File: src/rtl/tlb_entry_pkg.sv
`default_nettype none
// +--------------------------------------------------------------------------+
// | tlb_entry_pkg                                                            |
// | Shared flag indices, entry struct and mask constants for TLB entries.    |
// | Rev 1.0 - initial release                                                |
// +--------------------------------------------------------------------------+
package tlb_entry_pkg;

    localparam int FLAGS_W       = 16;
    localparam int PPN_W_DEFAULT = 20;

    localparam int FLAG_C        = 0;
    localparam int FLAG_EFF      = 1;
    localparam int FLAG_PAA      = 2;
    localparam int FLAG_PAL      = 3;
    localparam int FLAG_PPP      = 4;
    localparam int FLAG_PR       = 5;
    localparam int FLAG_PX       = 6;
    localparam int FLAG_PW       = 7;
    localparam int FLAG_SR       = 8;
    localparam int FLAG_SX       = 9;
    localparam int FLAG_SW       = 10;
    localparam int FLAG_GF       = 11;
    localparam int FLAG_PF       = 12;
    localparam int FLAG_AE_FINAL = 13;
    localparam int FLAG_AE_PTW   = 14;
    localparam int FLAG_U        = 15;

    typedef struct packed {
        logic [PPN_W_DEFAULT-1:0] ppn;
        logic [FLAGS_W-1:0]       flags;
    } tlb_entry_t;

    localparam logic [FLAGS_W-1:0] PERM_MASK =
        (FLAGS_W'(1) << FLAG_SW) | (FLAGS_W'(1) << FLAG_SX) | (FLAGS_W'(1) << FLAG_SR) |
        (FLAGS_W'(1) << FLAG_PW) | (FLAGS_W'(1) << FLAG_PX) | (FLAGS_W'(1) << FLAG_PR);

    localparam logic [FLAGS_W-1:0] FAULT_MASK =
        (FLAGS_W'(1) << FLAG_PF) | (FLAGS_W'(1) << FLAG_GF) |
        (FLAGS_W'(1) << FLAG_AE_PTW) | (FLAGS_W'(1) << FLAG_AE_FINAL);

endpackage
`default_nettype wire

File: src/rtl/tlb_entry_perm_mask.sv
`default_nettype none
// +--------------------------------------------------------------------------+
// | tlb_entry_perm_mask                                                      |
// | Clears permission bits of an entry whenever any fault bit is set.        |
// | Rev 1.0 - initial release                                                |
// +--------------------------------------------------------------------------+
module tlb_entry_perm_mask
    import tlb_entry_pkg::*;
(
    input  logic [FLAGS_W-1:0] flags_i,
    output logic [FLAGS_W-1:0] flags_o
);

    logic w_fault;

    assign w_fault = |(flags_i & FAULT_MASK);
    assign flags_o = w_fault ? (flags_i & ~PERM_MASK) : flags_i;

endmodule
`default_nettype wire

File: src/rtl/tlb_entry_slice.sv
`default_nettype none
// +--------------------------------------------------------------------------+
// | tlb_entry_slice                                                          |
// | DEPTH-entry registered FIFO for PTW->TLB refill entries with flush.      |
// | Option: TLB_ENTRY_SLICE_PERM_MASK_EN masks perms of faulting head entry. |
// | Rev 1.0 - initial release                                                |
// +--------------------------------------------------------------------------+
module tlb_entry_slice
    import tlb_entry_pkg::*;
#(
    parameter  int PPN_W = PPN_W_DEFAULT,
    parameter  int DEPTH = 2,
    localparam int CNT_W = $clog2(DEPTH + 1)
) (
    input  logic               clock,
    input  logic               reset_n,
    input  logic               flush,
    input  logic               in_valid,
    output logic               in_ready,
    input  logic [PPN_W-1:0]   in_ppn,
    input  logic [FLAGS_W-1:0] in_flags,
    output logic               out_valid,
    input  logic               out_ready,
    output logic [PPN_W-1:0]   out_ppn,
    output logic [FLAGS_W-1:0] out_flags,
    output logic [CNT_W-1:0]   count
);

    localparam int               PTR_W       = (DEPTH > 1) ? $clog2(DEPTH) : 1;
    localparam logic [CNT_W-1:0] c_DEPTH_CNT = CNT_W'(DEPTH);
    localparam logic [PTR_W-1:0] c_PTR_LAST  = PTR_W'(DEPTH - 1);

    logic [PTR_W-1:0]   wr_ptr_q, wr_ptr_d;
    logic [PTR_W-1:0]   rd_ptr_q, rd_ptr_d;
    logic [CNT_W-1:0]   count_q, count_d;
    logic [PPN_W-1:0]   ppn_q   [DEPTH];
    logic [FLAGS_W-1:0] flags_q [DEPTH];
    logic               w_push, w_pop;
    logic [FLAGS_W-1:0] w_flags_raw;

    // Handshake depends only on held state and flush, never on out_ready.
    assign in_ready  = (count_q < c_DEPTH_CNT) & ~flush;
    assign out_valid = (count_q != '0) & ~flush;
    assign w_push    = in_valid & in_ready;
    assign w_pop     = out_valid & out_ready;
    assign count     = count_q;

    always_comb begin
        wr_ptr_d = wr_ptr_q;
        rd_ptr_d = rd_ptr_q;
        count_d  = count_q;
        if (flush) begin
            wr_ptr_d = '0;
            rd_ptr_d = '0;
            count_d  = '0;
        end else begin
            if (w_push) wr_ptr_d = (wr_ptr_q == c_PTR_LAST) ? '0 : wr_ptr_q + 1'b1;
            if (w_pop)  rd_ptr_d = (rd_ptr_q == c_PTR_LAST) ? '0 : rd_ptr_q + 1'b1;
            case ({w_push, w_pop})
                2'b10:   count_d = count_q + 1'b1;
                2'b01:   count_d = count_q - 1'b1;
                default: count_d = count_q;
            endcase
        end
    end

    always_ff @(posedge clock or negedge reset_n) begin
        if (!reset_n) begin
            wr_ptr_q <= '0;
            rd_ptr_q <= '0;
            count_q  <= '0;
        end else begin
            wr_ptr_q <= wr_ptr_d;
            rd_ptr_q <= rd_ptr_d;
            count_q  <= count_d;
        end
    end

    always_ff @(posedge clock or negedge reset_n) begin
        if (!reset_n) begin
            for (int i = 0; i < DEPTH; i++) begin
                ppn_q[i]   <= '0;
                flags_q[i] <= '0;
            end
        end else if (w_push) begin
            ppn_q[wr_ptr_q]   <= in_ppn;
            flags_q[wr_ptr_q] <= in_flags;
        end
    end

    assign out_ppn     = ppn_q[rd_ptr_q];
    assign w_flags_raw = flags_q[rd_ptr_q];

`ifdef TLB_ENTRY_SLICE_PERM_MASK_EN
    tlb_entry_perm_mask u_perm_mask (
        .flags_i (w_flags_raw),
        .flags_o (out_flags)
    );
`else
    assign out_flags = w_flags_raw;
`endif

endmodule
`default_nettype wire

File: config.mk
export PLATFORM = sky130hd
export DESIGN_NAME = tlb_entry_slice
export DESIGN_NICKNAME = d
export VERILOG_FILES = /design/src/rtl/tlb_entry_pkg.sv /design/src/rtl/tlb_entry_perm_mask.sv /design/src/rtl/tlb_entry_slice.sv
export SDC_FILE = /design/constraint.sdc
export NUM_CORES = 1
export LEC_CHECK = 0
export CAP_MARGIN = 20
export CORE_MARGIN = 2
export CORE_UTILIZATION = 53
export CTS_BUF_LIST = sky130_fd_sc_hd__clkbuf_16
export DETAILED_ROUTE_END_ITERATION = 12
export PLACE_DENSITY = 0.87
export SYNTH_ARGS = -nofsm -noshare
export SYNTH_HDL_FRONTEND = slang
export SYNTH_SLANG_ARGS = --single-unit
File: constraint.sdc
create_clock -name clock -period 5.2 [get_ports clock]
set_clock_uncertainty 0.15 [all_clocks]
set_input_delay 0.78 -clock clock [delete_from_list [all_inputs] [get_ports clock]]
set_output_delay 0.78 -clock clock [all_outputs]
set_load 0.03 [all_outputs]
Word-level counts from Yosys, hierarchy flattened. Index checks and enable logic that the tools add are counted. Widths: inputs -> output; s select.

Add/sub/neg operators: 4. Order comparisons: 4. Equal/unequal tests: 2. Multiplexer cells: 20. Bitwise logic cells: 7. Reduce and logical (&&, ||, !) cells: 5.

Operator list (number): $mux 20 (4); $mux 16 (4); $bwmux 40 (1); $bwmux 32 (1); $demux 20 s1 (1); $demux 16 s1 (1); $mux 1 (6); $reduce_bool 2->1 (3); $and 1x1->1 (4); $ge 2x2->1 const B (2); $not 1->2 (2); $pmux 2 s2 (1); $reduce_bool 3->1 (1); $add 1x1->1 const B (2); $add 2x1->2 const B (1); $eq 2x1->1 const B (1); $eq 2x2->1 const B (1); $lt 2x1->1 const B (1); $lt 2x2->1 const B (1); $mux 2 (1); $sub 2x1->2 const B (1); $logic_and 1x1->1 (1); $not 1->1 (1).

Flip-flop bits (word level): 76. Input port bits: 41. Output and inout bits: 40. Logic and storage cells: 49.

Depth between registers and ports, before layout. Gate-level depths: netlist of the first run.

Depth after elaboration: 6. Gate-level depth with buffers: 6. Mapped depth without buffers: 3.

Least setup slack after synthesis of the first run. OpenSTA, ideal clock, no wires.

Kind: input to register. From: input flush. To: register flags_q[0] in the netlist's numbering. Setup time: 0.125 ns. Arrival time: 2.162 ns. Required time: 4.925 ns. Path slack: 2.763 ns. Stages: 6. Path buffers: 3. Path through: buf_6 > nor2_1 > and3_1 > buf_6 > buf_6 > mux2_2.

Longest elaborated chain between the ends: 3.

Ends and longest elaborated chain: from (decl) (RTL line tlb_entry_slice.sv:17) `input logic flush,`; $not 1->1 (RTL line tlb_entry_slice.sv:42) `assign in_ready = (count_q < c_DEPTH_CNT) & ~flush;`; $and 1x1->1 (RTL line tlb_entry_slice.sv:42); net in_ready (RTL line tlb_entry_slice.sv:19) `output logic in_ready,`; $and 1x1->1 (RTL line tlb_entry_slice.sv:44) `assign w_push = in_valid & in_ready;`; to (signal, indexed assignment) (RTL line tlb_entry_slice.sv:87) `flags_q[wr_ptr_q] <= in_flags;`; to (decl) (RTL line tlb_entry_slice.sv:37) `logic [FLAGS_W-1:0] flags_q [DEPTH];`.

The timed path passes the listed nets, and every way through them passes these cells. A chain may end at the register's enable or synchronous reset.

Final worst setup path of the first run.
From: register rd_ptr_q. To: output out_ppn[6].

Longest elaborated chain between the ends: 4.

Ends and longest elaborated chain: from (decl) (RTL line tlb_entry_slice.sv:34) `logic [PTR_W-1:0] rd_ptr_q, rd_ptr_d;`; from (signal assigned) (RTL line tlb_entry_slice.sv:74) `rd_ptr_q <= rd_ptr_d;`; $not 1->2 (implied by the code) (RTL line tlb_entry_slice.sv:91) `assign out_ppn = ppn_q[rd_ptr_q];`; $mux 20 (implied by the code) (3 in a row) (RTL line tlb_entry_slice.sv:91); to (decl) (RTL line tlb_entry_slice.sv:24) `output logic [PPN_W-1:0] out_ppn,`.

No other way between the ends. The select of a mux whose other input is x is not followed.

==> impl_metrics.json, run 1 <==
{
  "status": "finished clean",
  "cts_tree": "yes",
  "wl_mm": 6.233,
  "ys_ff_latch": 76,
  "dp_hpwl_mm": 3.987,
  "crit_path_start": "rd_ptr_q",
  "slew_headroom_pct": 38.50,
  "hp-class": "reg -> reg",
  "yosys.area.top_type": "dfrtp_1",
  "diodes": 0,
  "ys_seq_area_share_pct": 56.63,
  "reg2regPathDepth": 3,
  "num_io_pins": 81,
  "synth.area.top_cells": "dfrtp_1, mux2_2, buf_6",
  "grt_pass1_wl_mm": 10.54,
  "overflow": 0,
  "timing.critical_path.buf_inv": 2,
  "drive_gt1_share_pct": 40.26,
  "antenna_found_initial": 0,
  "r2r-end": "flags_q[14]",
  "hold_viol": 0,
  "yosysWarnings": 0,
  "cpMaxStageDelayCell": "dfrtp_1",
  "die_area_mm2": 0.006989,
  "syn-cell-area_mm2": 0.003358,
  "max_stage_delay_ps": 770,
  "powerDensity_mw_per_mm2": 478.4,
  "worstPathCellList": "buf_4 -> mux2_2 -> clkdlybuf4s50_1",
  "fp.dieW_um": 83.60,
  "nets": 339,
  "critPathKind": "reg -> out",
  "cp-end-kind": "primary output",
  "grt_pass1_vias": 2181,
  "worstPathMaxFanout": 22,
  "drt-pass1-iter-count": 4,
  "cts-resized-gates": 0,
  "period_minus_slack_ps": 3437,
  "critical_path.endpoint": "out_ppn[6]",
  "drt_iter0_drc": 71,
  "finalSetupViolations": 0,
  "setup_tns_ps": 0,
  "yosysTopAreaCellShare_pct": 56.63,
  "max_clock_freq_mhz": 290.9,
  "rows": 29,
  "final_area_mm2": 0.004499,
  "ir_worst_vdd_mv": 0.3317,
  "arrival_ps": 2510,
  "syn2layout_area_growth_pct": 33.98,
  "regToRegStartpoint": "count[1]",
  "final_cell_mix": "mux2_2, clkdlybuf4s50_1, dfrtp_1, clkbuf_16, nor2_1",
  "drcViolationCount": 0,
  "cts-buffers-inserted": 9,
  "avgSynthCellArea_um2": 15.55,
  "cts_setup_buffers": 0,
  "rsz0062_at_grt": "false",
  "slew_viol_final": 0,
  "cts_buffer_depth": 2,
  "clk_pin_slew_ps": 60,
  "min-delay-start": "flags_q[7]",
  "netlist_instances": 216,
  "coreArea_mm2": 0.006241,
  "mostFrequentLayoutCell": "mux2_2",
  "grt.total_usage_pct": 19.02,
  "worst_pin_slew_ps": 922.5,
  "rrSetupSlack_ps": 3060,
  "portBuffers": 80,
  "start_kind": "flop",
  "place.gp.congestion": 0.6887,
  "synth.distinct_cells": 19,
  "dp_slack_ps": 2054,
  "via_count": 1991,
  "cts.sinks": 76,
  "holdPathStages": 1,
  "postLayoutCoreUtil_pct": 72.09,
  "wl_per_cell_um": 16.40,
  "root_buffer": "clkbuf_16",
  "crit_family": "buffers and inverters",
  "cp_data_required_time_ps": 4270,
  "ant_nets": 0,
  "die_y_um": 83.60,
  "p_leak_nw": 1.860,
  "htree_levels": 3,
  "worstSetupPathDepth": 3,
  "period_share_pct": 66.10,
  "syn-num-nets": 257,
  "placed_area_mm2": 0.004168,
  "viasPerCell": 5.239,
  "grt_max_degree": 77,
  "max_cap_violations": 0,
  "fin_ws_ps": 1763,
  "hold_buffers": 0,
  "start_util_pct": 53.81,
  "clock_latency_ps": 320
}
metrics by stage:
stage / hold WS (ps) / std cells / total power, mW
2_1_floorplan: 302.2 / 216 / 1.245
3_3_place_gp: 312.0 / 364 / 1.465
3_5_place_dp: 323.3 / 364 / 1.480
4_1_cts: 336.3 / 380 / 2.174
5_1_grt: 343.6 / 380 / 2.254
6_report: 330.4 / 380 / 2.153
power by group:
part,switching [mW],internal [mW]
clock network,0.221,0.462
registers,0.0845,0.752
logic,0.290,0.343
total,0.595,1.56
layout make-up:
class / instances / area, um^2
clock buffers: 9 / 225.2
repair buffers: 83 / 820.8
flip-flops and latches: 76 / 1902
inverters: 1 / 3.754
well taps: 77 / 96.34
multi-input cells: 127 / 1345
clock inverters: 7 / 106.4
fillers: 407 / 1742
flip-flops by register name, summed over array words and instances (netlist names):
register  flops
flags_q      32
rd_ptr_q      1
ppn_q        40
count         2
wr_ptr_q      1
logic make-up after synthesis:
family	synth area share, %
AOI/OAI and AO/OA	0.7078
xor gates and xnor gates	0.7826
buffers and inverters	3.353
DFF	56.63
muxes	36.21
and+or+nand+nor	2.310
synthesized netlist by cell type:
cell,instances
nor2b_1,1
nor2_1,6
inv_1,1
a21oi_1,1
o21ai_0,2
nor4b_4,1
xnor2_1,1
clkbuf_1,1
mux2_1,5
nor3b_1,1
mux2_2,103
and3_1,1
nand2b_1,1
buf_6,8
dfrtp_1,76
a221oi_1,1
buf_2,3
xor2_1,2
nand3_1,1
metal layers:
layer	track usage (%)	up-vias	part of all wire, %
met4	7.478	0	1.4
met1	26.35	985	47
met2	29.38	59	47
met5	0	-	0
li1	-	938	-
met3	4.352	9	5.1
worst min path at each step:
stage                             end  slack, ps
final                      flags_q[7]        330
after global routing       flags_q[7]        340
after CTS                  flags_q[7]        340
after detailed placement  flags_q[31]        320
after global placement     flags_q[7]        310
after floorplan            flags_q[1]        300
Power figures use the tool's default switching activity.
==> inputs of run 2 (changes only) <==
- CORE_UTILIZATION: 53 -> 49
- PLACE_DENSITY: 0.87 -> 0.81
- clock period: 5.2 -> 3.4 ns (I/O delays scaled with it)
==> impl_metrics.json, run 2 (same netlist as run 1, synthesis figures left out) <==
{
  "status": "finished clean",
  "drt_iter0_drc": 65,
  "start_util_pct": 49.98,
  "diodes": 0,
  "dp_hpwl_mm": 3.944,
  "placed_area_mm2": 0.004210,
  "p_leak_nw": 1.859,
  "wl_mm": 6.129,
  "max_clock_freq_mhz": 363.6,
  "via_count": 2019,
  "ir_worst_vdd_mv": 0.3684,
  "wl_per_cell_um": 16.00,
  "largest_register": "ppn_q",
  "critPathKind": "reg -> out",
  "dp.cells": 367,
  "reg2regPathDepth": 4,
  "drive_gt1_share_pct": 41.58,
  "hp-class": "in -> async",
  "p_int_mw": 2.326,
  "coreArea_mm2": 0.006719,
  "max_cap_violations": 0,
  "fillers": 502,
  "start_kind": "flop",
  "period_minus_slack_ps": 2751,
  "grt.total_usage_pct": 17.42,
  "ant_nets": 0,
  "place.gp.congestion": 0.7009,
  "cp_data_required_time_ps": 2740,
  "cts-resized-gates": 0,
  "cp-end-kind": "primary output",
  "switching_share_pct": 28.66,
  "rows": 30,
  "clkPwrFrac_pct": 31.2,
  "grt_max_degree": 77,
  "portBuffers": 80,
  "arrival_ps": 2090,
  "root_buffer": "clkbuf_16",
  "drcViolationCount": 0,
  "power.switching_mw": 0.9344,
  "final_area_mm2": 0.004534,
  "rrSetupSlack_ps": 1370,
  "r2r-end": "ppn_q[13]",
  "dp_slack_ps": 741.7,
  "final_cell_mix": "mux2_2, clkdlybuf4s50_1, dfrtp_1, clkbuf_16, nor2_1",
  "cts-buffers-inserted": 9,
  "syn2layout_area_growth_pct": 35.02,
  "hold_viol": 0,
  "clock_latency_ps": 320,
  "cts_setup_buffers": 0,
  "num_io_pins": 81,
  "power.share.sequential_pct": 39.0,
  "period_share_pct": 80.90,
  "slew_viol_final": 0,
  "rsz0062_at_grt": "false",
  "die_y_um": 86.79,
  "pwr-share-comb_pct": 29.8,
  "overflow": 0,
  "htree_levels": 3,
  "worstPathMaxFanout": 27,
  "setup_tns_ps": 0,
  "cts_tree": "yes",
  "powerDensity_mw_per_mm2": 719.0,
  "grt_pass1_vias": 2132,
  "finalSetupViolations": 0,
  "grt_pass1_wl_mm": 10.05,
  "nets": 339,
  "ff_latch_area_mm2": 0.001903,
  "viasPerCell": 5.272,
  "final_cells": 383,
  "die_area_mm2": 0.007532,
  "fin_ws_ps": 649.4,
  "slew_headroom_pct": 37.63,
  "hold_buffers": 0,
  "p_total_mw": 3.260,
  "regToRegStartpoint": "count[1]",
  "mostFrequentLayoutCell": "mux2_2",
  "cts_buffer_depth": 2,
  "fp.dieW_um": 86.79,
  "drt-pass1-iter-count": 4,
  "clk_pin_slew_ps": 60,
  "multiInputGateArea_mm2": 0.001345,
  "worst_pin_slew_ps": 935.5,
  "largest_register_ffs": 40,
  "cts.sinks": 76,
  "antenna_found_initial": 0
}
[run 2: worst max-delay path by stage]
stage	endpoint	cells after the start	from	slack [ps]
floorplan	flags_q[0]	6	flush	1230
global route	out_flags[8]	3	rd_ptr_q	570
global placement	flags_q[12]	5	flush	810
CTS	out_flags[8]	3	rd_ptr_q	620
detailed placement	flags_q[4]	5	flush	740
finish	out_flags[8]	3	rd_ptr_q	650
[run 2: layout make-up]
class,count,share of cell area [%]
clock buffer,9,4.967
clock inverter,7,2.180
inverter,1,0.08278
multi-input combinational,127,29.66
sequential,76,41.97
tap,80,2.208
timing repair buffer,83,18.93
[run 2: metal layers]
| metal | global-route usage [%] | routed length, um | vias up |
|---|---|---|---|
| met1 | 23.74 | 2865 | 1013 |
| met4 | 6.392 | 72 | 0 |
| met2 | 26.23 | 2822 | 57 |
| met5 | 0 | 0 | - |
| li1 | - | - | 939 |
| met3 | 5.524 | 368 | 10 |
[run 2: critical path: stages, from the launching register on]
cell and delay, ps:
dfrtp_2 540, buf_12 240, mux2_2 370, clkdlybuf4s50_1 610
[run 2: power by group through the flow]
| stage | registers (mW) | logic, mW | clock network [mW] |
|---|---|---|---|
| floorplan | 1.24 | 0.659 | 0 |
| global placement | 1.27 | 0.965 | 0 |
| detailed placement | 1.29 | 0.979 | 0 |
| CTS | 1.27 | 0.986 | 1.04 |
| global route | 1.30 | 1.04 | 1.08 |
| finish | 1.27 | 0.971 | 1.02 |
[run 2: through the flow]
step | hold slack [ps] | utilization [%]
finish | 169.5 | 67.49
global placement | 313.6 | 62.66
CTS | 215.8 | 67.49
global route | 237.8 | 67.49
detailed placement | 323.5 | 62.66
floorplan | 64.41 | -
